`src/rtl/imm_gen_pipe.sv`:
```
// imm_gen_pipe: pipelined RV immediate generator for the decode stage.
// Combinational decode of instr[31:7], then DEPTH register stages.
module imm_gen_pipe #(
  parameter int XLEN  = 32,
  parameter int DEPTH = 1
) (
  input  logic            clk,
  input  logic            rst,
  input  logic            in_valid,
  input  logic [24:0]     in_instr,
  input  logic [2:0]      in_type,
  input  logic            stall,
  input  logic            flush,
  output logic [XLEN-1:0] imm_out,
  output logic            imm_valid,
  output logic            imm_illegal
);

  if (!(XLEN == 32 || XLEN == 64) || !(DEPTH == 1 || DEPTH == 2)) begin : g_bad_param
    $error("imm_gen_pipe: XLEN must be 32/64 and DEPTH 1/2");
  end

  typedef enum logic [2:0] {
    T_R  = 3'd0,
    T_I  = 3'd1,
    T_S  = 3'd2,
    T_B  = 3'd3,
    T_U  = 3'd4,
    T_J  = 3'd5,
    T_Z  = 3'd6,
    T_SH = 3'd7
  } imm_type_e;

  logic [XLEN-1:0] gen_imm;
  logic            gen_ill;

  // port bit p carries instr[p+7]
  always_comb begin
    gen_imm = '0;
    gen_ill = 1'b0;
    unique case (imm_type_e'(in_type))
      T_I: gen_imm = XLEN'($signed(in_instr[24:13]));
      T_S: gen_imm = XLEN'($signed({in_instr[24:18], in_instr[4:0]}));
      T_B: gen_imm = XLEN'($signed({in_instr[24], in_instr[0],
                                    in_instr[23:18], in_instr[4:1],
                                    1'b0}));
      T_U: gen_imm = XLEN'($signed({in_instr[24:5], 12'b0}));
      T_J: gen_imm = XLEN'($signed({in_instr[24], in_instr[12:5],
                                    in_instr[13], in_instr[23:14],
                                    1'b0}));
      T_Z: gen_imm = XLEN'(in_instr[12:8]);
      T_SH: begin
        if (XLEN == 32) begin
          gen_imm = XLEN'(in_instr[17:13]);
          gen_ill = in_instr[18];
        end else begin
          gen_imm = XLEN'(in_instr[18:13]);
        end
      end
      T_R: gen_ill = 1'b1;
      default: gen_ill = 1'b1;
    endcase
  end

  logic            v_q   [DEPTH];
  logic [XLEN-1:0] imm_q [DEPTH];
  logic            ill_q [DEPTH];

  always_ff @(posedge clk or posedge rst) begin
    if (rst) begin
      for (int k = 0; k < DEPTH; k++) begin
        v_q[k]   <= 1'b0;
        imm_q[k] <= '0;
        ill_q[k] <= 1'b0;
      end
    end else if (flush) begin
      for (int k = 0; k < DEPTH; k++) begin
        v_q[k]   <= 1'b0;
        imm_q[k] <= '0;
        ill_q[k] <= 1'b0;
      end
    end else if (!stall) begin
      v_q[0]   <= in_valid;
      imm_q[0] <= in_valid ? gen_imm : '0;
      ill_q[0] <= in_valid & gen_ill;
      for (int k = 1; k < DEPTH; k++) begin
        v_q[k]   <= v_q[k-1];
        imm_q[k] <= imm_q[k-1];
        ill_q[k] <= ill_q[k-1];
      end
    end
  end

  assign imm_out     = imm_q[DEPTH-1];
  assign imm_valid   = v_q[DEPTH-1];
  assign imm_illegal = ill_q[DEPTH-1];

endmodule
```
`config.mk`:
```
export PLATFORM = sky130hd
export DESIGN_NAME = imm_gen_pipe
export DESIGN_NICKNAME = d
export VERILOG_FILES = /design/src/rtl/imm_gen_pipe.sv
export SDC_FILE = /design/constraint.sdc
export NUM_CORES = 1
export LEC_CHECK = 0
export BUFFER_PORTS_ARGS = -buffer_cell sky130_fd_sc_hd__buf_4
export CORE_ASPECT_RATIO = 0.9
export CORE_MARGIN = 2
export CORE_UTILIZATION = 48
export CTS_CLUSTER_SIZE = 20
export DETAILED_ROUTE_END_ITERATION = 10
export HOLD_SLACK_MARGIN = 0.03
export PLACE_DENSITY = 0.8
export SLEW_MARGIN = 20
export SYNTH_ARGS = -nofsm -noshare
export SYNTH_HDL_FRONTEND = slang
export SYNTH_SLANG_ARGS = --single-unit
```
`constraint.sdc`:
```
create_clock -name clk -period 1.48 [get_ports clk]
set_clock_uncertainty 0.2 [all_clocks]
set_input_delay 0.296 -clock clk [delete_from_list [all_inputs] [get_ports clk]]
set_output_delay 0.296 -clock clk [all_outputs]
set_load 0.02 [all_outputs]
```
==> flow_summary.yaml <==
outcome:
  status: "finished, final reports clean"
floorplan:
  placementRows: 20
  die_h_um: 60.0
  die_x_um: 66.2
  initial_core_util_pct: 49.8
  dieArea_um2: 3970
  core_um2: 3350
  ios: 67
critical_path:
  worstSetupPathType: "in -> reg"
  r2r_cells: 1
  end_kind: "register"
  worstSetupStartpointType: "input pin"
  crit_required_ps: 1440
  path_max_fanout: 10
  crit_arrival_ps: 1380
logic_synthesis:
  synth_top_cell_area_share_pct: 50.9
  synth_top_area_cell: "dfrtp_1"
  yosys-top-cells-area: "dfrtp_1 51%, o21ai_2 10%, a21oi_1 6.9%"
  async_flop_share_pct: 100
  synth.distinct_cells: 29
  synthFlopType: "dfrtp_1"
  syn_inst: 167
  yosys_warnings: 0
  synth-seq-cells: 34
  synth_area_um2: 1670
  seq_area_frac_synth_pct: 50.9
  synthesis.nets: 200
  synth_common_cells: "34 x dfrtp_1, 28 x nand2_1, 23 x a21oi_1"
  synth_enable_flop_cells: 0
  syn_area_per_cell_um2: 10.0
  yosysMostFrequentCell: "dfrtp_1"
timing:
  slew_viol_final: 0
  rsz0062_at_grt: "no"
  max_slew_margin_pct: 60.3
  hold_viol: 0
  fmax_ghz: 0.704
  post-route-period-util_pct: 96.0
  hold_ws_ps: 50.8
  tightest_slew_ps: 594
  min_period_ps: 1420
  setup_violations: 0
detailed_routing:
  drc: 0
  wl_met3_um: 214
  viasPerCell: 5.26
  top_layer_used: "met4"
  first_iter_violations: 87
  detail_route.first_pass.iterations: 4
  wl_um: 4300
  drt-met1-wl_um: 1950
  post_drt_wl_per_cell_um: 14.6
  met2_length_um: 2070
  ant_nets: 0
  vias: 1547
global_routing:
  grt_max_degree: 35
  grt_usage_pct: 24.0
  grt_pass1_vias: 1576
  grt_antenna_before_repair: 0
  grt_overflow: 0
  grt_pass1_wl_um: 7200
clock_tree:
  post_cts_buffers: 0
  clockRootBuffer: "clkbuf_8"
  cts_resized: 0
  path_clk_slew_ps: 60
  htree_levels: 2
  numCtsBuffers: 5
  clk_latency_ps: 270
  cts_tree: "done"
  cts.sinks: 34
  cts_buffer_depth: 2
cells_and_area:
  antenna_cells: 0
  drive_gt1_share_pct: 48.4
  area_growth_pct: 47.0
  layout.cells.non_filler: 294
  nets: 284
flow_run:
  timing.max_cap.violations: 0
power_and_ir_drop:
  peakVddDrop_mv: 0.419
  power.leakage_nw: 1.20
  power.density_nw_per_um2: 825
min_path:
  hold_class: "in -> reg"
  whs_path_depth: 2
place:
  place_congestion: 0.852
  place_hpwl_um: 3300
  dp_cells: 287
  portBuffers: 66
[registers in the layout (all words and copies together) (netlist names)]
name / count
imm_out: 32
imm_valid: 1
imm_illegal: 1
[per-stage QoR]
stage               setup WS (ps)  util [%]  instance area (um2)  TNS, ps  power, W
floorplan                   -20.2         -                 1680     -325   0.00118
global placement             -192      70.4                 2360    -5120   0.00138
detailed placement           -234      70.4                 2360    -6250   0.00138
CTS                          52.1      73.2                 2450        0   0.00203
global route                 23.9      73.2                 2450        0   0.00211
finish                       59.0      73.2                 2450        0   0.00203
[layout make-up]
type	instances	area [um2]
Tap cell	44	55.1
Clock buffer	6	82.6
Fill cell	283	898
Multi-Input combinational cell	118	752
Inverter	1	3.75
Sequential cell	34	851
Timing Repair Buffer	91	711
[layout by cell type (no fill, tap or decap), types with 2 or more instances in the layout]
cell and n:
o21ai_2 20, o21ai_0 2, dfrtp_1 34, buf_4 88
buf_12 2, nand2_1 28, nand2b_1 2, nor2_1 4
a21oi_1 23, nor2b_1 5, a22o_1 7, o21ai_1 5
clkbuf_8 6, a32o_1 4, a221oi_1 4
[critical path: stages]
cell and delay, ps:
buf_4 140, or3_4 380, or3b_1 250, buf_4 220, o21ai_2 80
[path summary, 6_finish.rpt]
kind                              start           to  slack [ps]
max                          in_type[2]   imm_out[4]          60
min                        in_instr[22]   imm_out[9]          50
max reg2reg                  imm_out[0]   imm_out[0]         570
min reg2reg                  imm_out[2]   imm_out[2]         280
max in group asynchronous           rst   imm_out[9]         500
min in group asynchronous           rst  imm_out[21]         410
[layer usage]
| metal | GRT usage [%] | vias up |
|---|---|---|
| met5 | 0 | - |
| met4 | 10.8 | 0 |
| met3 | 5.27 | 6 |
| met2 | 35.6 | 45 |
| met1 | 34.0 | 731 |
| li1 | - | 765 |
[power breakdown]
group          leakage (nW)  internal [W]  switching [W]
combinational         0.691      0.000191       0.000210
sequential            0.469      0.000956      0.0000143
clock                0.0431      0.000358       0.000296
total                  1.20       0.00150       0.000520
[repair_timing]
item | in CTS | in global routing
endpoints found under the hold margin | 34 | 0
hold buffers | 1 | 0
endpoints found under the setup margin | 0 | 0
[logic make-up (layout without fill, tap and decap cells)]
family | Yosys count | in the layout | synth area share (%)
buffers and inverters | 15 | 98 | 4.94
flip-flops | 34 | 34 | 50.9
multiplexers | 1 | 1 | 0.674
AO/OA/AOI/OAI | 68 | 68 | 28.9
AND/OR/NAND/NOR | 49 | 49 | 14.5
No activity file was read; power rests on OpenSTA's default activity.
